File: src/rtl/mips_multicycle_control_if.sv
// rtl/mips_multicycle_control_if.sv - opcode/flag inputs and datapath control outputs of the multicycle MIPS controller
interface mips_multicycle_control_if;
    logic [5:0] opcode;
    logic       zero;
    logic       mem_ready;
    logic       pc_en;
    logic       i_or_d;
    logic       mem_read;
    logic       mem_write;
    logic       ir_write;
    logic       mem_to_reg;
    logic       reg_dst;
    logic       reg_write;
    logic       alu_src_a;
    logic [1:0] alu_src_b;
    logic       ext_zero;
    logic [1:0] alu_op;
    logic [1:0] pc_source;
    logic       illegal_op;
    logic [3:0] state_out;

    // Controller side
    modport master (
        input  opcode, zero, mem_ready,
        output pc_en, i_or_d, mem_read, mem_write, ir_write, mem_to_reg,
               reg_dst, reg_write, alu_src_a, alu_src_b, ext_zero, alu_op,
               pc_source, illegal_op, state_out
    );

    // Datapath side
    modport slave (
        output opcode, zero, mem_ready,
        input  pc_en, i_or_d, mem_read, mem_write, ir_write, mem_to_reg,
               reg_dst, reg_write, alu_src_a, alu_src_b, ext_zero, alu_op,
               pc_source, illegal_op, state_out
    );
endinterface

File: src/rtl/mips_multicycle_control.sv
// rtl/mips_multicycle_control.sv - main control FSM for the multicycle MIPS datapath
module mips_multicycle_control #(
    parameter logic [5:0] OP_RTYPE = 6'b000000,
    parameter logic [5:0] OP_LW    = 6'b100011,
    parameter logic [5:0] OP_SW    = 6'b101011,
    parameter logic [5:0] OP_BEQ   = 6'b000100,
    parameter logic [5:0] OP_ADDI  = 6'b001000,
    parameter logic [5:0] OP_ANDI  = 6'b001100,
    parameter logic [5:0] OP_J     = 6'b000010
) (
    input  logic                        clk,
    input  logic                        reset,
    mips_multicycle_control_if.master   bus
);

    typedef enum logic [3:0] {
        S_FETCH  = 4'd0,
        S_DECODE = 4'd1,
        S_MEMADR = 4'd2,
        S_MEMRD  = 4'd3,
        S_MEMWB  = 4'd4,
        S_MEMWR  = 4'd5,
        S_RTEXE  = 4'd6,
        S_ALUWB  = 4'd7,
        S_BRANCH = 4'd8,
        S_ADDIEX = 4'd9,
        S_ANDIEX = 4'd10,
        S_IMMWB  = 4'd11,
        S_JUMP   = 4'd12
    } state_t;

    state_t     state_q;
    state_t     state_d;

    // Internal enables folded into pc_en
    logic       pc_write;
    logic       branch;

    logic       pc_en;
    logic       i_or_d;
    logic       mem_read;
    logic       mem_write;
    logic       ir_write;
    logic       mem_to_reg;
    logic       reg_dst;
    logic       reg_write;
    logic       alu_src_a;
    logic [1:0] alu_src_b;
    logic       ext_zero;
    logic [1:0] alu_op;
    logic [1:0] pc_source;
    logic       illegal_op;

    // State register; reset returns to instruction fetch immediately
    always_ff @(posedge clk or posedge reset) begin
        if (reset) begin
            state_q <= S_FETCH;
        end else begin
            state_q <= state_d;
        end
    end

    // Next-state and control decode; every output defaults to 0, reset masks them all
    always_comb begin
        state_d    = S_FETCH;
        pc_write   = 1'b0;
        branch     = 1'b0;
        pc_en      = 1'b0;
        i_or_d     = 1'b0;
        mem_read   = 1'b0;
        mem_write  = 1'b0;
        ir_write   = 1'b0;
        mem_to_reg = 1'b0;
        reg_dst    = 1'b0;
        reg_write  = 1'b0;
        alu_src_a  = 1'b0;
        alu_src_b  = 2'b00;
        ext_zero   = 1'b0;
        alu_op     = 2'b00;
        pc_source  = 2'b00;
        illegal_op = 1'b0;

        case (state_q)
            S_FETCH: begin
                // Read instruction at PC while the ALU computes PC+4
                mem_read  = 1'b1;
                alu_src_b = 2'b01;
                alu_op    = 2'b00;
                ir_write  = bus.mem_ready;
                pc_write  = bus.mem_ready;
                state_d   = bus.mem_ready ? S_DECODE : S_FETCH;
            end
            S_DECODE: begin
                // Speculatively compute the branch target PC + (imm << 2)
                alu_src_b = 2'b11;
                alu_op    = 2'b00;
                case (bus.opcode)
                    OP_LW, OP_SW: state_d = S_MEMADR;
                    OP_RTYPE:     state_d = S_RTEXE;
                    OP_BEQ:       state_d = S_BRANCH;
                    OP_ADDI:      state_d = S_ADDIEX;
                    OP_ANDI:      state_d = S_ANDIEX;
                    OP_J:         state_d = S_JUMP;
                    default: begin
                        illegal_op = 1'b1;
                        state_d    = S_FETCH;
                    end
                endcase
            end
            S_MEMADR: begin
                alu_src_a = 1'b1;
                alu_src_b = 2'b10;
                alu_op    = 2'b00;
                state_d   = (bus.opcode == OP_SW) ? S_MEMWR : S_MEMRD;
            end
            S_MEMRD: begin
                i_or_d   = 1'b1;
                mem_read = 1'b1;
                state_d  = bus.mem_ready ? S_MEMWB : S_MEMRD;
            end
            S_MEMWB: begin
                mem_to_reg = 1'b1;
                reg_write  = 1'b1;
                state_d    = S_FETCH;
            end
            S_MEMWR: begin
                // Write request stays a level until memory accepts it
                i_or_d    = 1'b1;
                mem_write = 1'b1;
                state_d   = bus.mem_ready ? S_FETCH : S_MEMWR;
            end
            S_RTEXE: begin
                alu_src_a = 1'b1;
                alu_src_b = 2'b00;
                alu_op    = 2'b10;
                state_d   = S_ALUWB;
            end
            S_ALUWB: begin
                reg_dst   = 1'b1;
                reg_write = 1'b1;
                state_d   = S_FETCH;
            end
            S_BRANCH: begin
                // Compare A and B; the PC loads the target only when they match
                alu_src_a = 1'b1;
                alu_op    = 2'b01;
                pc_source = 2'b01;
                branch    = 1'b1;
                state_d   = S_FETCH;
            end
            S_ADDIEX: begin
                alu_src_a = 1'b1;
                alu_src_b = 2'b10;
                alu_op    = 2'b00;
                state_d   = S_IMMWB;
            end
            S_ANDIEX: begin
                alu_src_a = 1'b1;
                alu_src_b = 2'b10;
                ext_zero  = 1'b1;
                alu_op    = 2'b11;
                state_d   = S_IMMWB;
            end
            S_IMMWB: begin
                reg_write  = 1'b1;
                reg_dst    = 1'b0;
                mem_to_reg = 1'b0;
                state_d    = S_FETCH;
            end
            S_JUMP: begin
                pc_source = 2'b10;
                pc_write  = 1'b1;
                state_d   = S_FETCH;
            end
            default: begin
                // Unused encodings recover through fetch with quiet outputs
                state_d = S_FETCH;
            end
        endcase

        pc_en = pc_write | (branch & bus.zero);

        // No enable or request may be seen by the datapath while reset is high
        if (reset) begin
            pc_write   = 1'b0;
            branch     = 1'b0;
            pc_en      = 1'b0;
            i_or_d     = 1'b0;
            mem_read   = 1'b0;
            mem_write  = 1'b0;
            ir_write   = 1'b0;
            mem_to_reg = 1'b0;
            reg_dst    = 1'b0;
            reg_write  = 1'b0;
            alu_src_a  = 1'b0;
            alu_src_b  = 2'b00;
            ext_zero   = 1'b0;
            alu_op     = 2'b00;
            pc_source  = 2'b00;
            illegal_op = 1'b0;
            state_d    = S_FETCH;
        end
    end

    assign bus.pc_en      = pc_en;
    assign bus.i_or_d     = i_or_d;
    assign bus.mem_read   = mem_read;
    assign bus.mem_write  = mem_write;
    assign bus.ir_write   = ir_write;
    assign bus.mem_to_reg = mem_to_reg;
    assign bus.reg_dst    = reg_dst;
    assign bus.reg_write  = reg_write;
    assign bus.alu_src_a  = alu_src_a;
    assign bus.alu_src_b  = alu_src_b;
    assign bus.ext_zero   = ext_zero;
    assign bus.alu_op     = alu_op;
    assign bus.pc_source  = pc_source;
    assign bus.illegal_op = illegal_op;
    assign bus.state_out  = state_q;

endmodule

File: src/flat_wrapper.sv
// flat-port wrapper written by rule: the top's interface ports become plain ports
module mips_multicycle_control_flat 
#(
    parameter logic [5:0] OP_RTYPE = 6'b000000,
    parameter logic [5:0] OP_LW    = 6'b100011,
    parameter logic [5:0] OP_SW    = 6'b101011,
    parameter logic [5:0] OP_BEQ   = 6'b000100,
    parameter logic [5:0] OP_ADDI  = 6'b001000,
    parameter logic [5:0] OP_ANDI  = 6'b001100,
    parameter logic [5:0] OP_J     = 6'b000010
)
  (clk, reset, bus_opcode, bus_zero, bus_mem_ready, bus_pc_en, bus_i_or_d, bus_mem_read, bus_mem_write, bus_ir_write, bus_mem_to_reg, bus_reg_dst, bus_reg_write, bus_alu_src_a, bus_alu_src_b, bus_ext_zero, bus_alu_op, bus_pc_source, bus_illegal_op, bus_state_out);
  mips_multicycle_control_if bus_i ();
  input  logic clk;
  input  logic reset;
  input wire logic [$bits(bus_i.opcode)-1:0] bus_opcode;
  input wire logic [$bits(bus_i.zero)-1:0] bus_zero;
  input wire logic [$bits(bus_i.mem_ready)-1:0] bus_mem_ready;
  output wire logic [$bits(bus_i.pc_en)-1:0] bus_pc_en;
  output wire logic [$bits(bus_i.i_or_d)-1:0] bus_i_or_d;
  output wire logic [$bits(bus_i.mem_read)-1:0] bus_mem_read;
  output wire logic [$bits(bus_i.mem_write)-1:0] bus_mem_write;
  output wire logic [$bits(bus_i.ir_write)-1:0] bus_ir_write;
  output wire logic [$bits(bus_i.mem_to_reg)-1:0] bus_mem_to_reg;
  output wire logic [$bits(bus_i.reg_dst)-1:0] bus_reg_dst;
  output wire logic [$bits(bus_i.reg_write)-1:0] bus_reg_write;
  output wire logic [$bits(bus_i.alu_src_a)-1:0] bus_alu_src_a;
  output wire logic [$bits(bus_i.alu_src_b)-1:0] bus_alu_src_b;
  output wire logic [$bits(bus_i.ext_zero)-1:0] bus_ext_zero;
  output wire logic [$bits(bus_i.alu_op)-1:0] bus_alu_op;
  output wire logic [$bits(bus_i.pc_source)-1:0] bus_pc_source;
  output wire logic [$bits(bus_i.illegal_op)-1:0] bus_illegal_op;
  output wire logic [$bits(bus_i.state_out)-1:0] bus_state_out;
  assign bus_i.opcode = bus_opcode;
  assign bus_i.zero = bus_zero;
  assign bus_i.mem_ready = bus_mem_ready;
  assign bus_pc_en = bus_i.pc_en;
  assign bus_i_or_d = bus_i.i_or_d;
  assign bus_mem_read = bus_i.mem_read;
  assign bus_mem_write = bus_i.mem_write;
  assign bus_ir_write = bus_i.ir_write;
  assign bus_mem_to_reg = bus_i.mem_to_reg;
  assign bus_reg_dst = bus_i.reg_dst;
  assign bus_reg_write = bus_i.reg_write;
  assign bus_alu_src_a = bus_i.alu_src_a;
  assign bus_alu_src_b = bus_i.alu_src_b;
  assign bus_ext_zero = bus_i.ext_zero;
  assign bus_alu_op = bus_i.alu_op;
  assign bus_pc_source = bus_i.pc_source;
  assign bus_illegal_op = bus_i.illegal_op;
  assign bus_state_out = bus_i.state_out;
  mips_multicycle_control #(.OP_RTYPE(OP_RTYPE), .OP_LW(OP_LW), .OP_SW(OP_SW), .OP_BEQ(OP_BEQ), .OP_ADDI(OP_ADDI), .OP_ANDI(OP_ANDI), .OP_J(OP_J)) u_core (.clk(clk), .reset(reset), .bus(bus_i));
endmodule
File: config.mk
export PLATFORM = sky130hd
export DESIGN_NAME = mips_multicycle_control_flat
export DESIGN_NICKNAME = d
export VERILOG_FILES = /design/src/rtl/mips_multicycle_control_if.sv /design/src/rtl/mips_multicycle_control.sv /design/src/flat_wrapper.sv
export SDC_FILE = /design/constraint.sdc
export NUM_CORES = 1
export LEC_CHECK = 0
export BUFFER_PORTS_ARGS = -buffer_cell sky130_fd_sc_hd__clkbuf_2
export CAP_MARGIN = 20
export CORE_MARGIN = 2
export CORE_UTILIZATION = 38
export DETAILED_ROUTE_END_ITERATION = 12
export PLACE_DENSITY_LB_ADDON = 0.1
export RECOVER_POWER = 100
export SLEW_MARGIN = 0
export SYNTH_ARGS = -nofsm -noshare
export SYNTH_HDL_FRONTEND = slang
export SYNTH_SLANG_ARGS = --single-unit
File: constraint.sdc
create_clock -name clk -period 1.5 [get_ports clk]
set_input_delay 0.3 -clock clk [delete_from_list [all_inputs] [get_ports clk]]
set_output_delay 0.3 -clock clk [all_outputs]
set_load 0.03 [all_outputs]
==> out/results.ini, run 1 <==
[yosys]
syn_inst=81
synthArstFlopShare=1.00
syn_area_per_cell_um2=6.78
synth-simple-area-share=0.492
synth_edf_count=0
synth_nets=91
synth_compound_area_frac=0.216
post_synth_fa_ha_maj_area_fraction=0.0182
yosysTopAreaCellShare=0.182
ys_seq_area_frac=0.182
yosys.area.top_type=dfrtp_1
ys_seq_elements=4
synth_area_um2=549
muxShareOfSynthArea=0
synth_commonest_cells=nor2_1, nor3_1, nand2_1
synth_flop_cell=dfrtp_1
ys_types=32
yosysMostFrequentCell=nor2_1
synth-xor-area-share=0.0478
synth_top_family_by_area=simple AND/OR/NAND/NOR gates
yosysWarnings=0
ys_top_cells_by_area=dfrtp_1, nor2_1, nor3_1

[placed_design]
port_buffers=30
place_congestion=0.803
place_inst=149
dpl.hpwl_um=1560
placed_cell_area_mm2=0.00107

[die]
die_h_um=42.0
io_pins=31
die_x_um=42.0
start_util=0.412
num_rows=13

[clock_tree]
cts-buffers-inserted=3
post_cts_resized=67
postCtsSetupRepairBufs=7
ctsRootBufferMaster=clkbuf_4
cts.htree.levels=1
cts_buffer_depth=2
cts_hold_buf=0
clock_sinks=4

[run_status]
failed_stage=clock tree synthesis
error=[ERROR DPL-0038] Utilization greater than 100%, impossible to legalize
status=aborted with a tool error

## stage by stage
| step | util | worst slack (ps) |
|---|---|---|
| after floorplan | - | -300 |
| after global placement | 0.805 | -282 |
| after detailed placement | 0.805 | -362 |
## cell families after synthesis
logic type | after synthesis
flops | 4
xor+xnor | 3
compound gates | 16
simple gates | 51
fa+ha+maj | 1
buf+inv | 6
==> run 2: changes to the inputs <==
CORE_AREA = 2 2 63 65   (was unset)
CORE_MARGIN = unset   (was 2)
CORE_UTILIZATION = unset   (was 38)
DIE_AREA = 0 0 65 67   (was unset)
PLACE_DENSITY_LB_ADDON = 0.15   (was 0.1)
clock period = 1.95 ns   (was 1.5 ns; I/O delays follow)
==> run 2 against run 1 <==
Area after synthesis unchanged; synthesized cell count is the same; the flow now finishes, with violations (setup timing).
==> out/results.ini, run 2 <==
[worst_setup_path]
start_kind=register
rrSetupSlack_ps=150
rr_endpoint=u_core.bus.state_out[0]
critical_path_class=register to output pin
ff2ff_path_depth=4
cpPeakStageDelay_ps=570
cp_max_fo=2
critPathCaptureType=output pin
critPathSlowestCell=or4b_4
cp_top_family=simple AND/OR/NAND/NOR gates
worst_ep_arrival_time_ps=1580
r2r_start=u_core.bus.state_out[3]
crit_required_ps=1560
crit_chain=or4b_4 -> a2111oi_4 -> clkbuf_8
critPathBufInv=1

[global_routing]
use_met2=0.165
gr-max-usage-layer=met2
grt_first_pass_wirelength_um=3540
grt_pass1_vias=762
grt_overflow=0
grtUsageTotal=0.104
grt_use_met3=0.0101
grt_max_degree=16
antenna_found_initial=0
met1_usage=0.144

[routing]
vias=757
viasPerCell=4.51
wl_per_cell_um=12.3
drc=0
finalWirelength_um=2070
drt_iter0_drc=31
drtPass1Iterations=3
postRouteAntennaNets=0

[power]
power_density_mw_per_mm2=393
power.leakage_nw=0.375
p_total_mw=0.384
irDropWorstVdd_v=0.000168

[placed_design]
place_congestion=0.668
dpl.hpwl_um=1660
port_buffers=30
placed_cell_area_um2=893
place_ws_ps=-50.8

[yosys]
synth_flop_cell=dfrtp_1
yosysWarnings=0
ys_types=32
ys_top_cells_by_area=dfrtp_1, nor2_1, nor3_1
synth_commonest_cells=nor2_1, nor3_1, nand2_1
ys_seq_elements=4
synthArstFlopShare=1.00
syn_inst=81
synth_edf_count=0
ys_seq_area_frac=0.182
yosysMostFrequentCell=nor2_1
syn_area_per_cell_um2=6.78
synth_area_um2=549
yosysTopAreaCellShare=0.182
synth_nets=91
yosys.area.top_type=dfrtp_1

[timing]
maxSlewHeadroom=0.754
period_share=1.01
worst_pin_slew_ps=370
setup_ws_ps=-19.0
slew_viol_final=0
fmax_mhz=508
clock_skew_ps=4.73
hold_viol=0
setup-violations-final=1
final.min_clock_period_ps=1970
rsz0062_at_grt=yes

[clock_tree]
ctsRootBufferMaster=clkbuf_8
clock_sinks=4
cts.htree.levels=1
cts-buffers-inserted=3
cts_hold_buf=0
clk_pin_slew_worst_paths_ps=30
clock_latency_ps=210
cts_tree=yes
cts_buffer_depth=2

[min_path]
min_path_type=input pin to async pin

[die]
coreArea_mm2=0.00361
start_util=0.152
die_x_um=65
die_h_um=67
io_pins=31
num_rows=22
fp.dieArea_mm2=0.00436

[finish]
mostFrequentLayoutCells=clkbuf_2, buf_4, clkbuf_1
area_growth_pct=77.9
largest_reg_flops=4
drive_above_1_share=0.450
fin_area_um2=977
final_common_cell=clkbuf_2
n_antenna_cell=0
final_nets=132

[run_status]
status=finished with violations
violations=setup timing

[job]
cap_violations=0

==> run 2: cell counts after synthesis <==
Identical to the previous run, type by type.
==> run 2: worst register-to-register path: stages, from the launching register on <==
cell and delay [ps]:
dfrtp_1 370, or4b_4 570, buf_4 160, or3_1 350
a311oi_1 250
==> run 2: per-stage QoR <==
step / hold WS, ps / setup TNS (ps) / std cells / utilization
after floorplan: 170 / -172 / 81 / -
after detailed placement: 498 / -50.8 / 164 / 0.248
after CTS: 277 / -35.6 / 168 / 0.271
final: 280 / -19.0 / 168 / 0.271
after global placement: 499 / -44.7 / 164 / 0.248
after global routing: 330 / -212 / 168 / 0.271
==> run 2: worst max path at each step <==
stage / from / cells after the start / slack [ps] / to
after floorplan: u_core.bus.state_out[2] / 3 / -90 / bus_i_or_d
after global placement: bus_opcode[1] / 5 / -40 / bus_illegal_op
after detailed placement: bus_opcode[1] / 5 / -50 / bus_illegal_op
after CTS: u_core.bus.state_out[2] / 3 / -40 / bus_illegal_op
after global routing: u_core.bus.state_out[3] / 3 / -70 / bus_illegal_op
final: u_core.bus.state_out[3] / 3 / -20 / bus_illegal_op
==> run 2: cell type report <==
| type | count | area, µm² |
|---|---|---|
| clock buffers | 3 | 41.3 |
| fillers | 426 | 2630 |
| inverters | 1 | 3.75 |
| multi-input cells | 71 | 522 |
| flip-flops and latches | 4 | 100 |
| well taps | 48 | 60.1 |
| repair buffers | 41 | 250 |
==> run 2: report_power, final <==
| part | leakage, nW | internal (mW) | switching [mW] |
|---|---|---|---|
| logic | 0.299 | 0.0517 | 0.0754 |
| registers | 0.0550 | 0.0855 | 0.00104 |
| clock network | 0.0216 | 0.131 | 0.0395 |
| total | 0.375 | 0.268 | 0.116 |
==> run 2: cell families after synthesis <==
| family | after synthesis | share of synthesized area |
|---|---|---|
| compound gates | 16 | 0.216 |
| xor+xnor | 3 | 0.0478 |
| fa+ha+maj | 1 | 0.0182 |
| buf+inv | 6 | 0.0433 |
| flops | 4 | 0.182 |
| simple gates | 51 | 0.492 |
==> run 2: timing repair <==
item	4_1_cts	5_1_grt
endpoints found under the setup margin	8	8
pin swaps	2	1
gates resized for setup	8	19
setup buffers	1	0
endpoints found under the hold margin	0	0
==> run 2: layer usage <==
layer  part of all wire  routed length (µm)
met5                  0                   0
met4             0.0092                  19
met3              0.057                 118
met2               0.46                 958
met1               0.47                 973
Power figures use the tool's default switching activity.
